===== config.mk =====
export PLATFORM = sky130hd
export DESIGN_NAME = spi_slave_rx
export DESIGN_NICKNAME = d
export VERILOG_FILES = /design/src/rtl/spi_pkg.sv /design/src/rtl/spi_sync.sv /design/src/rtl/spi_slave_rx.sv
export SDC_FILE = /design/constraint.sdc
export NUM_CORES = 1
export LEC_CHECK = 0
export CAP_MARGIN = 20
export CORE_ASPECT_RATIO = 1.5
export CORE_MARGIN = 2
export CORE_UTILIZATION = 49
export DETAILED_ROUTE_END_ITERATION = 10
export GPL_TIMING_DRIVEN = 0
export PLACE_DENSITY = 0.76
export REMOVE_ABC_BUFFERS = 1
export SYNTH_ARGS = -nofsm -noshare
export SYNTH_HDL_FRONTEND = slang
export SYNTH_SLANG_ARGS = --single-unit

===== constraint.sdc =====
create_clock -name clk -period 4.74 [get_ports clk]
set_input_delay 1.422 -clock clk [delete_from_list [all_inputs] [get_ports clk]]
set_output_delay 1.422 -clock clk [all_outputs]
set_load 0.03 [all_outputs]

===== src/rtl/spi_pkg.sv =====
// Shared definitions for the SPI slave receiver: FSM states, word geometry
// and the end-of-word test used by the shifter.
package spi_pkg;

  localparam int WORD_BYTES = 4;
  localparam int BYTE_BITS  = 8;
  localparam int WORD_BITS  = WORD_BYTES * BYTE_BITS;

  typedef enum logic [1:0] {
    ST_IDLE  = 2'd0,
    ST_LOAD  = 2'd1,
    ST_SHIFT = 2'd2,
    ST_DONE  = 2'd3
  } state_t;

  // True on the last bit of a word: byte 3 bit 7 when framed, byte 0 bit 7 in OOB.
  function automatic logic is_last_bit(input logic       framed,
                                       input logic [1:0] byte_cnt,
                                       input logic [2:0] bit_cnt);
    logic [1:0] last_byte;
    last_byte = framed ? 2'(WORD_BYTES - 1) : 2'd0;
    return (bit_cnt == 3'(BYTE_BITS - 1)) && (byte_cnt == last_byte);
  endfunction

endpackage


===== src/rtl/spi_sync.sv =====
// N-flop synchroniser for one asynchronous input; reset loads rst_val into
// every stage so the synchronised output starts from a known idle level.
module spi_sync #(
  parameter int N = 2
) (
  input  logic clk,
  input  logic rst,
  input  logic rst_val,
  input  logic d,
  output logic q
);

  logic [N-1:0] ff;

  // Shift chain: ff[0] captures the raw input, ff[N-1] is the safe output.
  always_ff @(posedge clk or posedge rst) begin
    if (rst) begin
      ff <= {N{rst_val}};
    end else begin
      ff[0] <= d;
      for (int i = 1; i < N; i++) begin
        ff[i] <= ff[i-1];
      end
    end
  end

  assign q = ff[N-1];

endmodule


===== src/rtl/spi_slave_rx.sv =====
// SPI slave (mode 0, LSB first) that turns bus traffic into a received-word
// stream and feeds a transmit-word stream back onto spi_miso.
//
// Handshakes: both streams use valid/ready. A word moves on a rising clk edge
// where valid and ready are both 1. The producer holds valid and data stable
// until that edge; ready may be high with valid low, which moves nothing.
// On rx the slave is the producer; on tx the slave raises tx_ready only for
// the single LOAD cycle, so tx_data is taken exactly then or not at all.
module spi_slave_rx
  import spi_pkg::*;
#(
  parameter int SYNC_STAGES = 2
) (
  input  logic        clk,
  input  logic        rst,
  input  logic        spi_clk,
  input  logic        spi_mosi,
  input  logic        spi_cs,
  input  logic        spi_frame,
  output logic        spi_miso,
  output logic        rx_valid,
  input  logic        rx_ready,
  output logic [31:0] rx_data,
  output logic        rx_oob,
  input  logic        tx_valid,
  output logic        tx_ready,
  input  logic [31:0] tx_data,
  output logic        err_overflow,
  output logic        err_underrun,
  output logic        err_frame,
  input  logic        err_clr
);

  // Synchronised bus lines
  logic s_clk, s_mosi, s_cs, s_frame;
  // Previous synchronised samples for edge detection
  logic clk_prev, cs_prev;
  logic clk_rise, clk_fall, cs_fall;

  // FSM state and datapath
  state_t               state;
  logic                 framed;
  logic                 first_word;
  logic [2:0]           bit_cnt;
  logic [1:0]           byte_cnt;
  logic [4:0]           word_pos;
  logic [WORD_BITS-1:0] rx_shift;
  logic [WORD_BITS-1:0] tx_shift;
  logic [WORD_BITS-1:0] tx_word;
  logic                 abort;
  logic                 set_overflow, set_underrun, set_frame;

  spi_sync #(.N(SYNC_STAGES)) u_sync_clk (
    .clk(clk), .rst(rst), .rst_val(1'b0), .d(spi_clk), .q(s_clk)
  );
  spi_sync #(.N(SYNC_STAGES)) u_sync_mosi (
    .clk(clk), .rst(rst), .rst_val(1'b0), .d(spi_mosi), .q(s_mosi)
  );
  spi_sync #(.N(SYNC_STAGES)) u_sync_cs (
    .clk(clk), .rst(rst), .rst_val(1'b1), .d(spi_cs), .q(s_cs)
  );
  spi_sync #(.N(SYNC_STAGES)) u_sync_frame (
    .clk(clk), .rst(rst), .rst_val(1'b1), .d(spi_frame), .q(s_frame)
  );

  // Remember the last synchronised clk and cs samples for edge detection.
  always_ff @(posedge clk or posedge rst) begin
    if (rst) begin
      clk_prev <= 1'b0;
      cs_prev  <= 1'b1;
    end else begin
      clk_prev <= s_clk;
      cs_prev  <= s_cs;
    end
  end

  assign clk_rise = s_clk & ~clk_prev;
  assign clk_fall = ~s_clk & clk_prev;
  assign cs_fall  = cs_prev & ~s_cs;
  assign word_pos = {byte_cnt, bit_cnt};
  assign tx_ready = (state == ST_LOAD);

  // Next tx word, abort condition and one-cycle error events.
  always_comb begin
    tx_word = '0;
    if (tx_valid) begin
      tx_word = (~s_frame) ? tx_data : {24'b0, tx_data[7:0]};
    end
    // A mode flip is measured against the mode latched at LOAD.
    abort        = s_cs | ((~s_frame) != framed);
    set_underrun = (state == ST_LOAD) && !tx_valid;
    set_overflow = (state == ST_DONE) && rx_valid && !rx_ready;
    set_frame    = (state == ST_SHIFT) && abort &&
                   ((bit_cnt != 3'd0) || (byte_cnt != 2'd0));
  end

  // Main FSM: word framing, bit shifting, miso drive and rx output register.
  always_ff @(posedge clk or posedge rst) begin
    if (rst) begin
      state      <= ST_IDLE;
      framed     <= 1'b0;
      first_word <= 1'b0;
      bit_cnt    <= '0;
      byte_cnt   <= '0;
      rx_shift   <= '0;
      tx_shift   <= '0;
      spi_miso   <= 1'b0;
      rx_valid   <= 1'b0;
      rx_oob     <= 1'b0;
      rx_data    <= '0;
    end else begin
      if (rx_valid && rx_ready) begin
        rx_valid <= 1'b0;
      end
      case (state)
        ST_IDLE: begin
          spi_miso <= 1'b0;
          bit_cnt  <= '0;
          byte_cnt <= '0;
          if (cs_fall) begin
            state      <= ST_LOAD;
            first_word <= 1'b1;
          end
        end
        ST_LOAD: begin
          framed     <= ~s_frame;
          tx_shift   <= tx_word;
          rx_shift   <= '0;
          bit_cnt    <= '0;
          byte_cnt   <= '0;
          first_word <= 1'b0;
          // Only the word right after cs assertion has no preceding falling
          // edge to present bit 0; later words wait for the next fall.
          if (first_word) begin
            spi_miso <= tx_word[0];
          end
          state <= s_cs ? ST_IDLE : ST_SHIFT;
        end
        ST_SHIFT: begin
          if (abort) begin
            state    <= ST_IDLE;
            spi_miso <= 1'b0;
          end else if (clk_rise) begin
            rx_shift[word_pos] <= s_mosi;
            tx_shift           <= tx_shift >> 1;
            if (is_last_bit(framed, byte_cnt, bit_cnt)) begin
              state    <= ST_DONE;
              bit_cnt  <= '0;
              byte_cnt <= '0;
            end else begin
              bit_cnt <= bit_cnt + 3'd1;
              if (bit_cnt == 3'(BYTE_BITS - 1)) begin
                byte_cnt <= byte_cnt + 2'd1;
              end
            end
          end else if (clk_fall) begin
            spi_miso <= tx_shift[0];
          end
        end
        ST_DONE: begin
          // A word still waiting for its handshake wins; the new one is dropped.
          if (!rx_valid || rx_ready) begin
            rx_valid <= 1'b1;
            rx_oob   <= ~framed;
            rx_data  <= framed ? rx_shift : {24'b0, rx_shift[7:0]};
          end
          state <= s_cs ? ST_IDLE : ST_LOAD;
        end
        default: state <= ST_IDLE;
      endcase
    end
  end

  // Sticky error flags; a fresh event outranks a coincident clear.
  always_ff @(posedge clk or posedge rst) begin
    if (rst) begin
      err_overflow <= 1'b0;
      err_underrun <= 1'b0;
      err_frame    <= 1'b0;
    end else begin
      err_overflow <= (err_overflow & ~err_clr) | set_overflow;
      err_underrun <= (err_underrun & ~err_clr) | set_underrun;
      err_frame    <= (err_frame    & ~err_clr) | set_frame;
    end
  end

endmodule


**Word-level counts from Yosys, hierarchy flattened**

Cells that the tools add are included.

- Latch bits: 0
- Memories kept: 0
- Bits in read-only memories: 0
- Bits in writable memories: 0
- Input port bits: 41
- Bits in registers: 121
- Word-level logic and storage cells: 122

- Divide/modulo/power cells: 0
- Shift operators: 0
- Muxes and demuxes: 39
- Bitwise operators: 16
- $add $sub $neg: 2
- Reductions and logical operators: 28
- Equal/unequal tests: 15
- $mul: 0
- Order comparisons: 2

Operators with widths:

| kind | count |
|---|---|
| 2-to-1 mux 32 bit | 7 |
| case mux 32 bit (2 select lines) | 2 |
| bitwise mux 32 bit | 1 |
| 2-to-1 mux 2 bit | 10 |
| 2-to-1 mux 1 bit | 10 |
| 2-to-1 mux 3 bit | 3 |
| != test 3 bit, second input constant | 3 |
| AND reduction 3 bit | 3 |
| logical AND 1 bit | 8 |
| case mux 2 bit (4 select lines) | 1 |
| AND reduction 4 bit | 2 |
| nonzero test 2 bit | 4 |
| AND 1 bit | 6 |
| less-than comparator 5 x 6 -> 1 bit, second input constant | 1 |
| != test 2 bit, second input constant | 3 |
| NOT 1 bit | 6 |
| case mux 3 bit (2 select lines) | 1 |
| nonzero test 3 bit | 2 |
| demux 1 bit (select 5 bit) | 1 |
| >= comparator 5 x 1 -> 1 bit, second input constant | 1 |
| == test 2 bit, second input constant | 2 |
| OR 1 bit | 4 |
| case mux 2 bit (2 select lines) | 1 |
| AND reduction 2 bit | 2 |
| 15 further kinds | 18 |

**Longest topological paths before layout**

Gate-level depths: netlist of run 1.

- Depth after elaboration: 8
- Mapped depth: 8

**Worst setup path after synthesis of run 1**

No wires, ideal clock.

- Kind: input port to flip-flop
- From: in rx_ready
- To: reg rx_oob
- Arrival time: 2.406 ns
- Cell stages on the path: 5
- Setup time: 0.136 ns
- Path slack: 2.198 ns
- Path through: nand2b_1 -> nand2_1 -> clkbuf_1 -> clkbuf_1 -> o21ai_0

- Longest elaborated chain between the ends: 2

RTL lines:

| item | RTL line | RTL |
|---|---|---|
| start, declared | spi_slave_rx.sv:22 | `input logic rx_ready,` |
| logical OR 1 bit | spi_slave_rx.sv:162 | `if (!rx_valid \|\| rx_ready) begin` |
| AND reduction 2 bit (no line) | - |  |
| end signal, assigned | spi_slave_rx.sv:164 | `rx_oob <= ~framed;` |
| end, declared | spi_slave_rx.sv:24 | `output logic rx_oob,` |

Every way passes these cells.
A chain may end at the register's enable or synchronous reset.

**Worst setup path in the final report of run 1**

- From: reg state[1]
- To: out tx_ready

- Longest elaborated chain between the ends: 1

RTL lines:

| item | RTL line | RTL |
|---|---|---|
| start, declared | spi_slave_rx.sv:41 | `state_t state;` |
| start signal, assigned | spi_slave_rx.sv:137 | `state <= s_cs ? ST_IDLE : ST_SHIFT;` |
| start signal, assigned | spi_slave_rx.sv:167 | `state <= s_cs ? ST_IDLE : ST_LOAD;` |
| == test 2 x 1 -> 1 bit | spi_slave_rx.sv:81 | `assign tx_ready = (state == ST_LOAD);` |
| end, declared | spi_slave_rx.sv:26 | `output logic tx_ready,` |

Every way passes these cells.

==> impl_metrics.prom, run 1 <==
# TYPE chip_impl_metric gauge
chip_impl_metric{name="initial_utilization",unit="%"} 50.4
chip_impl_metric{name="drtAntennaViolNets",unit=""} 0
chip_impl_metric{name="routedWlPerCell",unit="um"} 14.9
chip_impl_metric{name="synth_xor_area_share",unit="%"} 0.303
chip_impl_info{name="worstReg2RegEnd",value="tx_shift[25]"} 1
chip_impl_metric{name="final_layout_size_suffix_gt1_share",unit="%"} 9.87
chip_impl_metric{name="design_area",unit="sq um"} 6910
chip_impl_info{name="synthDominantAreaCellType",value="sky130_fd_sc_hd__dfrtp_1"} 1
chip_impl_metric{name="grt_max_degree",unit=""} 75
chip_impl_info{name="status",value="finished, final reports clean"} 1
chip_impl_metric{name="dp.cells",unit=""} 729
chip_impl_metric{name="cts-buffers-inserted",unit=""} 17
chip_impl_metric{name="pwr_density_cell",unit="nW/um^2"} 500
chip_impl_metric{name="power_switching",unit="uW"} 1130
chip_impl_metric{name="power.switching_fraction",unit="%"} 32.6
chip_impl_metric{name="gpl.final_weighted_congestion",unit=""} 0.815
chip_impl_metric{name="crit_arrival",unit="ns"} 2.05
chip_impl_metric{name="routed_via_density",unit=""} 5.49
chip_impl_metric{name="final_net_count",unit=""} 660
chip_impl_metric{name="floorplan_die_height",unit="um"} 132
chip_impl_info{name="root_buffer",value="sky130_fd_sc_hd__clkbuf_16"} 1
chip_impl_metric{name="fraction_of_the_mapped_netlist_area_in_compound_gates",unit="%"} 21.9
chip_impl_info{name="layout.cells.most_common_list",value="sky130_fd_sc_hd__dfrtp_1, sky130_fd_sc_hd__o21ai_0, sky130_fd_sc_hd__nand2_1, sky130_fd_sc_hd__clkdlybuf4s50_1, sky130_fd_sc_hd__a21oi_1"} 1
chip_impl_metric{name="die-area",unit="sq um"} 11800
chip_impl_metric{name="yosys.cell_types.count",unit=""} 35
chip_impl_metric{name="synthesis.area",unit="sq um"} 5360
chip_impl_metric{name="clk_pin_slew",unit="ns"} 0.05
chip_impl_metric{name="comb_power_share",unit="%"} 25.2
chip_impl_metric{name="cts_resized",unit=""} 0
chip_impl_metric{name="antennaDiodeCount",unit=""} 0
chip_impl_metric{name="worstHoldPathCells",unit=""} 0
chip_impl_metric{name="syn_area_per_cell",unit="sq um"} 9.97
chip_impl_metric{name="yosys_synthesis_warning_count",unit=""} 0
chip_impl_info{name="critPathKind",value="register to output port"} 1
chip_impl_info{name="hold_path.class",value="register to register"} 1
chip_impl_metric{name="final_max_slew_viol_count",unit=""} 0
chip_impl_metric{name="timing.critical_path.depth",unit=""} 3
chip_impl_metric{name="share_seq_of_total_power",unit="%"} 38.2
chip_impl_metric{name="post-route-period-util",unit="%"} 73.2
chip_impl_metric{name="worst_slew_margin_rel",unit="%"} 33.1
chip_impl_metric{name="fin_cells",unit=""} 762
chip_impl_metric{name="power_leakage",unit="uW"} 0.00295
chip_impl_metric{name="finalSetupViolCount",unit=""} 0
chip_impl_metric{name="globalRouteOverflowTotal",unit=""} 0
chip_impl_metric{name="hold_viol_final",unit=""} 0
chip_impl_metric{name="reg2reg_depth",unit=""} 8
chip_impl_metric{name="cap_violations",unit=""} 0
chip_impl_metric{name="maxClockFrequency",unit="GHz"} 0.288
chip_impl_metric{name="numPortBuffers",unit=""} 79
chip_impl_metric{name="clock_sink_count",unit=""} 121
chip_impl_metric{name="seq_area_frac_synth",unit="%"} 56.6
chip_impl_info{name="cts_tree",value="yes"} 1
chip_impl_metric{name="clock_latency",unit="ns"} 0.41
chip_impl_metric{name="hold-worst-slack",unit="ns"} 0.350
chip_impl_metric{name="layout_min_cycle_time",unit="ns"} 3.47
chip_impl_metric{name="firstDrtPassIters",unit=""} 5
chip_impl_info{name="worst_setup_path_start_kind",value="register"} 1
chip_impl_metric{name="clock_tree.buffer_depth",unit=""} 2
chip_impl_metric{name="ios",unit=""} 80
chip_impl_metric{name="core_footprint",unit="sq um"} 10600
chip_impl_metric{name="cp_data_required_time",unit="ns"} 3.32
chip_impl_metric{name="vias",unit=""} 4180
chip_impl_metric{name="global_route.usage.total",unit="%"} 20.8
chip_impl_metric{name="fp-row-count",unit=""} 46
chip_impl_metric{name="grt_pass1_wl",unit="mm"} 19.3
chip_impl_metric{name="yosys.area_share.adder",unit="%"} 3.27
chip_impl_metric{name="crit_buf_inv",unit=""} 2
chip_impl_metric{name="cts-hold-fix-buffers",unit=""} 0
chip_impl_metric{name="detail_route.iter0.violations",unit=""} 403
chip_impl_info{name="critPathTopFamily",value="buffers and inverters"} 1
chip_impl_metric{name="worstPathMaxFanout",unit=""} 7
chip_impl_info{name="rr_startpoint",value="state[0]"} 1
chip_impl_metric{name="vdd_ir_drop_max",unit="V"} 0.000347
chip_impl_info{name="rsz_0062_raised_after_global_routing",value="no"} 1
chip_impl_metric{name="r2r_setup_slack",unit="ns"} 1.48
chip_impl_metric{name="muxShareOfSynthArea",unit="%"} 2.15
chip_impl_metric{name="power.clock.fraction",unit="%"} 36.7
chip_impl_metric{name="synth_top_cell_area_share",unit="%"} 54.1
chip_impl_metric{name="placed_area",unit="sq um"} 6310
chip_impl_info{name="timing.critical_path.cells",value="inv_1, ha_1, clkdlybuf4s50_1"} 1
chip_impl_metric{name="power_report.internal_total",unit="uW"} 2330
chip_impl_metric{name="layout-area-overhead-vs-synth",unit="%"} 28.9
chip_impl_metric{name="synth_seq_cells",unit=""} 121
chip_impl_metric{name="fp.dieW",unit="um"} 89.4
chip_impl_info{name="yosys-top-cells-area",value="sky130_fd_sc_hd__dfrtp_1, sky130_fd_sc_hd__o21ai_0, sky130_fd_sc_hd__nand2_1"} 1
chip_impl_metric{name="remaining_drc_errors",unit=""} 0
chip_impl_metric{name="critPathMaxStageDelay",unit="ns"} 0.76
chip_impl_info{name="crit_slowest_cell",value="sky130_fd_sc_hd__clkdlybuf4s50_1"} 1
chip_impl_metric{name="synth_cells",unit=""} 538
chip_impl_metric{name="drt_wirelength",unit="mm"} 11.3
chip_impl_metric{name="synth-simple-area-share",unit="%"} 12.0
chip_impl_info{name="endpoint_kind",value="output port"} 1
chip_impl_metric{name="worst_pin_slew",unit="ns"} 1.00
chip_impl_metric{name="first_global_vias",unit=""} 4099
chip_impl_metric{name="fin_worst_skew",unit="ns"} 0.00541
chip_impl_info{name="mostFrequentLayoutCell",value="sky130_fd_sc_hd__dfrtp_1"} 1
chip_impl_info{name="critPathLaunch",value="state[1]"} 1
chip_impl_metric{name="antenna_found_initial",unit=""} 0
chip_impl_metric{name="htreeDepth",unit=""} 4
chip_impl_metric{name="detailed_place_hpwl",unit="mm"} 7.55
chip_impl_info{name="setup.worst_path.end",value="tx_ready"} 1
chip_impl_metric{name="postCtsSetupRepairBufs",unit=""} 0
chip_impl_info{name="synth_top_family_by_area",value="compound AO/OA/AOI/OAI gates"} 1
[per-layer routing]
layer | share of wire, % | GRT usage (%) | vias up
met5 | 0 | 0 | -
met4 | 2.8 | 10.1 | 0
met3 | 4.7 | 5.57 | 27
met2 | 53 | 34.1 | 120
met1 | 40 | 24.6 | 2017
li1 | - | - | 2016
[state kept, by name, indices dropped and copies added (netlist names), 2 cells and up]
signal and count:
rx_data 32, rx_shift 32, tx_shift 32, bit_cnt 3, byte_cnt 2, state 2
u_sync_clk.ff 2, u_sync_cs.ff 2, u_sync_frame.ff 2, u_sync_mosi.ff 2
[cell usage after synthesis]
library cell and n:
sky130_fd_sc_hd__a211oi_1 1, sky130_fd_sc_hd__a21oi_1 36, sky130_fd_sc_hd__a221oi_2 1, sky130_fd_sc_hd__a22o_1 1, sky130_fd_sc_hd__a22oi_1 31, sky130_fd_sc_hd__a31oi_1 3
sky130_fd_sc_hd__a32oi_2 1, sky130_fd_sc_hd__and2_1 5, sky130_fd_sc_hd__and2b_1 1, sky130_fd_sc_hd__and3_1 2, sky130_fd_sc_hd__buf_1 3, sky130_fd_sc_hd__buf_2 9
sky130_fd_sc_hd__buf_6 1, sky130_fd_sc_hd__clkbuf_1 23, sky130_fd_sc_hd__dfrtp_1 116, sky130_fd_sc_hd__dfstp_2 5, sky130_fd_sc_hd__ha_1 14, sky130_fd_sc_hd__inv_1 13
sky130_fd_sc_hd__inv_2 1, sky130_fd_sc_hd__mux2_2 8, sky130_fd_sc_hd__mux2_4 1, sky130_fd_sc_hd__mux2i_1 1, sky130_fd_sc_hd__nand2_1 98, sky130_fd_sc_hd__nand2b_1 8
sky130_fd_sc_hd__nand4_1 4, sky130_fd_sc_hd__nand4_4 4, sky130_fd_sc_hd__nor2_1 5, sky130_fd_sc_hd__nor2b_1 7, sky130_fd_sc_hd__o21ai_0 99, sky130_fd_sc_hd__o21ai_1 26
sky130_fd_sc_hd__o21bai_1 1, sky130_fd_sc_hd__o22ai_1 1, sky130_fd_sc_hd__o2bb2ai_1 3, sky130_fd_sc_hd__o31ai_1 4, sky130_fd_sc_hd__xor2_2 1
[final cells by class]
type,instances,area (sq um)
sequential,121,3030
clock buffer,21,470
tap,144,180
fill,841,3740
inverter,14,57.6
timing repair buffer,84,908
multi-input combinational,367,2140
clock inverter,11,121
[power by group through the flow]
stage	registers [uW]	logic, uW	clock network (uW)
after floorplan	1330	514	0
after global placement	1320	736	0
after detailed placement	1330	869	0
after CTS	1320	880	1290
after global routing	1340	976	1340
final	1320	870	1270
[worst min-delay path by stage]
stage	startpoint	endpoint	slack, ns
global placement	u_sync_mosi.ff[0]	u_sync_mosi.ff[1]	0.34
floorplan	u_sync_clk.ff[0]	u_sync_clk.ff[1]	0.33
finish	u_sync_mosi.ff[0]	u_sync_mosi.ff[1]	0.35
CTS	u_sync_mosi.ff[0]	u_sync_mosi.ff[1]	0.35
global route	u_sync_cs.ff[0]	u_sync_cs.ff[1]	0.36
detailed placement	u_sync_mosi.ff[0]	u_sync_mosi.ff[1]	0.34
[through the flow]
step / total power (uW) / setup TNS (ns) / setup slack, ns / utilization (%)
2_1_floorplan: 1840 / 0 / 0.112 / -
3_3_place_gp: 2060 / -207.01 / -1.40 / 58.0
3_5_place_dp: 2200 / 0 / 1.21 / 59.3
4_1_cts: 3490 / 0 / 1.25 / 64.8
5_1_grt: 3650 / 0 / 1.20 / 64.9
6_report: 3460 / 0 / 1.27 / 64.9
[logic make-up after synthesis]
logic type / Yosys count
multiplexers: 10
adder cells (fa/ha/maj): 14
XOR/XNOR: 1
AND/OR/NAND/NOR: 134
AO/OA/AOI/OAI: 208
flip-flops: 121
buffers and inverters: 50
Power figures use the tool's default switching activity.
==> run 2: changes to the inputs <==
Clock period 4.74 ns to 3.15 ns, I/O delays scaled along.
==> impl_metrics.prom, run 2 (synthesis gave the netlist of run 1 again) <==
# TYPE chip_impl_metric gauge
chip_impl_info{name="status",value="finished, final reports clean"} 1
chip_impl_metric{name="antennaDiodeCount",unit=""} 0
chip_impl_metric{name="numPortBuffers",unit=""} 79
chip_impl_metric{name="htreeDepth",unit=""} 4
chip_impl_metric{name="detailed_place_hpwl",unit="mm"} 7.55
chip_impl_info{name="worst_setup_path_start_kind",value="register"} 1
chip_impl_metric{name="cts-hold-fix-buffers",unit=""} 0
chip_impl_metric{name="ios",unit=""} 80
chip_impl_metric{name="routedWlPerCell",unit="um"} 15.2
chip_impl_metric{name="global_route.usage.total",unit="%"} 21.2
chip_impl_metric{name="cp_data_required_time",unit="ns"} 3.44
chip_impl_metric{name="core_footprint",unit="sq um"} 10600
chip_impl_metric{name="fin_worst_skew",unit="ns"} 0.00609
chip_impl_info{name="rsz_0062_raised_after_global_routing",value="no"} 1
chip_impl_metric{name="global_route.usage.met2",unit="%"} 35.0
chip_impl_metric{name="vdd_ir_drop_max",unit="V"} 0.000522
chip_impl_metric{name="power_leakage",unit="uW"} 0.00297
chip_impl_metric{name="layout_min_cycle_time",unit="ns"} 2.82
chip_impl_metric{name="global_route.usage.met3",unit="%"} 5.70
chip_impl_metric{name="cap_violations",unit=""} 0
chip_impl_metric{name="clock_latency",unit="ns"} 0.41
chip_impl_info{name="cts_tree",value="yes"} 1
chip_impl_metric{name="hold_viol_final",unit=""} 0
chip_impl_metric{name="final_max_slew_viol_count",unit=""} 0
chip_impl_metric{name="antenna_found_initial",unit=""} 0
chip_impl_metric{name="worst_slew_margin_rel",unit="%"} 32.5
chip_impl_metric{name="routed_via_density",unit=""} 5.57
chip_impl_info{name="layout_top_registers",value="rx_data x32, rx_shift x32, tx_shift x32"} 1
chip_impl_metric{name="crit_arrival",unit="ns"} 3.11
chip_impl_metric{name="die-area",unit="sq um"} 11800
chip_impl_metric{name="final.setup.tns",unit="ns"} 0
chip_impl_metric{name="floorplan_die_height",unit="um"} 132
chip_impl_metric{name="finalSetupViolCount",unit=""} 0
chip_impl_metric{name="grt_use_met1",unit="%"} 25.0
chip_impl_metric{name="maxClockFrequency",unit="GHz"} 0.354
chip_impl_metric{name="gpl.final_weighted_congestion",unit=""} 0.815
chip_impl_metric{name="design_area",unit="sq um"} 6940
chip_impl_metric{name="remaining_drc_errors",unit=""} 0
chip_impl_metric{name="cts-buffers-inserted",unit=""} 17
chip_impl_info{name="layout.cells.most_common_list",value="sky130_fd_sc_hd__dfrtp_1, sky130_fd_sc_hd__o21ai_0, sky130_fd_sc_hd__nand2_1, sky130_fd_sc_hd__clkdlybuf4s50_1, sky130_fd_sc_hd__a21oi_1"} 1
chip_impl_info{name="global_route.peak_usage_layer",value="met2"} 1
chip_impl_info{name="crit_slowest_cell",value="sky130_fd_sc_hd__a32oi_4"} 1
chip_impl_metric{name="pwr_density_cell",unit="nW/um^2"} 756
chip_impl_metric{name="firstDrtPassIters",unit=""} 6
chip_impl_metric{name="postCtsSetupRepairBufs",unit=""} 0
chip_impl_metric{name="initial_utilization",unit="%"} 50.4
chip_impl_metric{name="worst_pin_slew",unit="ns"} 1.01
chip_impl_metric{name="post-route-period-util",unit="%"} 89.6
chip_impl_info{name="endpoint_kind",value="register"} 1
chip_impl_metric{name="final_layout_size_suffix_gt1_share",unit="%"} 10.2
chip_impl_metric{name="hold-worst-slack",unit="ns"} 0.348
chip_impl_metric{name="critPathMaxStageDelay",unit="ns"} 0.63
chip_impl_metric{name="clk_pin_slew",unit="ns"} 0.06
chip_impl_info{name="root_buffer",value="sky130_fd_sc_hd__clkbuf_16"} 1
chip_impl_info{name="critPathTopFamily",value="buffers and inverters"} 1
chip_impl_metric{name="drt_wirelength",unit="mm"} 11.6
chip_impl_metric{name="crit_buf_inv",unit=""} 5
chip_impl_metric{name="vias",unit=""} 4251
chip_impl_metric{name="fp-row-count",unit=""} 46
chip_impl_metric{name="first_global_vias",unit=""} 4118
chip_impl_metric{name="globalRouteOverflowTotal",unit=""} 0
chip_impl_info{name="crit_top_cell",value="sky130_fd_sc_hd__buf_16"} 1
chip_impl_info{name="mostFrequentLayoutCell",value="sky130_fd_sc_hd__dfrtp_1"} 1
chip_impl_metric{name="worstPathMaxFanout",unit=""} 40
chip_impl_info{name="hold_path.class",value="register to register"} 1
chip_impl_metric{name="layout-area-overhead-vs-synth",unit="%"} 29.3
chip_impl_metric{name="detail_route.iter0.violations",unit=""} 415
chip_impl_metric{name="clock_sink_count",unit=""} 121
chip_impl_metric{name="final_net_count",unit=""} 661
chip_impl_metric{name="drtAntennaViolNets",unit=""} 0
chip_impl_metric{name="clock_tree.buffer_depth",unit=""} 2
chip_impl_metric{name="grt_max_degree",unit=""} 75
chip_impl_metric{name="placed_area",unit="sq um"} 6310
chip_impl_info{name="critPathKind",value="register to register"} 1
chip_impl_info{name="timing.critical_path.cells",value="inv_1, ha_2, buf_16, inv_2, a32oi_4, buf_16, buf_16, o21ai_0"} 1
chip_impl_metric{name="fp.dieW",unit="um"} 89.4
chip_impl_metric{name="n_fill_cell",unit=""} 833
chip_impl_metric{name="grt_pass1_wl",unit="mm"} 19.7
## run 2: cell count changes in the layout (fill, tap and decap cells not counted), sizes merged
cell | previous run | this run
clkdlybuf4s50 | 79 | 78
dlymetal6s2s | 0 | 1
a32oi | 1 | 2
## run 2: final timing paths
| check | end | cells past startpoint | slack, ns | from |
|---|---|---|---|---|
| max in group asynchronous | rx_data[10] | 3 | 1.52 | rst |
| min in group asynchronous | rx_data[23] | 2 | 0.93 | rst |
| worst min-delay path | u_sync_mosi.ff[1] | 0 | 0.35 | u_sync_mosi.ff[0] |
| worst max register to register | tx_shift[25] | 8 | 0.33 | state[0] |
| worst max-delay path | tx_shift[25] | 8 | 0.33 | state[0] |
| worst min register to register | u_sync_mosi.ff[1] | 0 | 0.35 | u_sync_mosi.ff[0] |
## run 2: final cells by class
type                    count  area, sq um  area share (%)
clock buffers              21          470            6.78
clock inverters            11          121            1.75
inverters                  14         57.6           0.830
multi-input cells         368         2160            31.1
flip-flops and latches    121         3030            43.7
well taps                 144          180            2.60
repair buffers             84          915            13.2
## run 2: power by group
part,internal (uW),switching [uW]
clock,1220,688
combinational,500,845
sequential,1790,194
## run 2: worst register-to-register path, stage by stage (launching register included)
cell and delay (ns):
sky130_fd_sc_hd__dfrtp_1 0.43, sky130_fd_sc_hd__inv_1 0.13, sky130_fd_sc_hd__ha_2 0.49, sky130_fd_sc_hd__buf_16 0.22
sky130_fd_sc_hd__inv_2 0.26, sky130_fd_sc_hd__a32oi_4 0.63, sky130_fd_sc_hd__buf_16 0.24, sky130_fd_sc_hd__buf_16 0.19
sky130_fd_sc_hd__o21ai_0 0.12
## run 2: metrics by stage
step | utilization (%) | power (uW) | setup slack [ns] | instances
final | 65.1 | 5240 | 0.328 | 763
after global routing | 65.1 | 5530 | 0.152 | 763
after CTS | 65.0 | 5270 | 0.0428 | 762
after detailed placement | 59.3 | 3310 | -0.0374 | 729
after global placement | 58.0 | 3100 | -2.51 | 725
after floorplan | - | 2770 | -1.00 | 502
## run 2: per-layer routing
metal	vias up	part of all wire (%)
met4	0	3.0
met2	146	53
met1	2049	40
met5	-	0
li1	2026	-
met3	30	4.9
## run 2: repair_timing
action | 4_1_cts | 5_1_grt
gates resized for setup | 0 | 2
cloned | 1 | 0
setup endpoints to repair | 20 | 21
pin swaps | 1 | 0
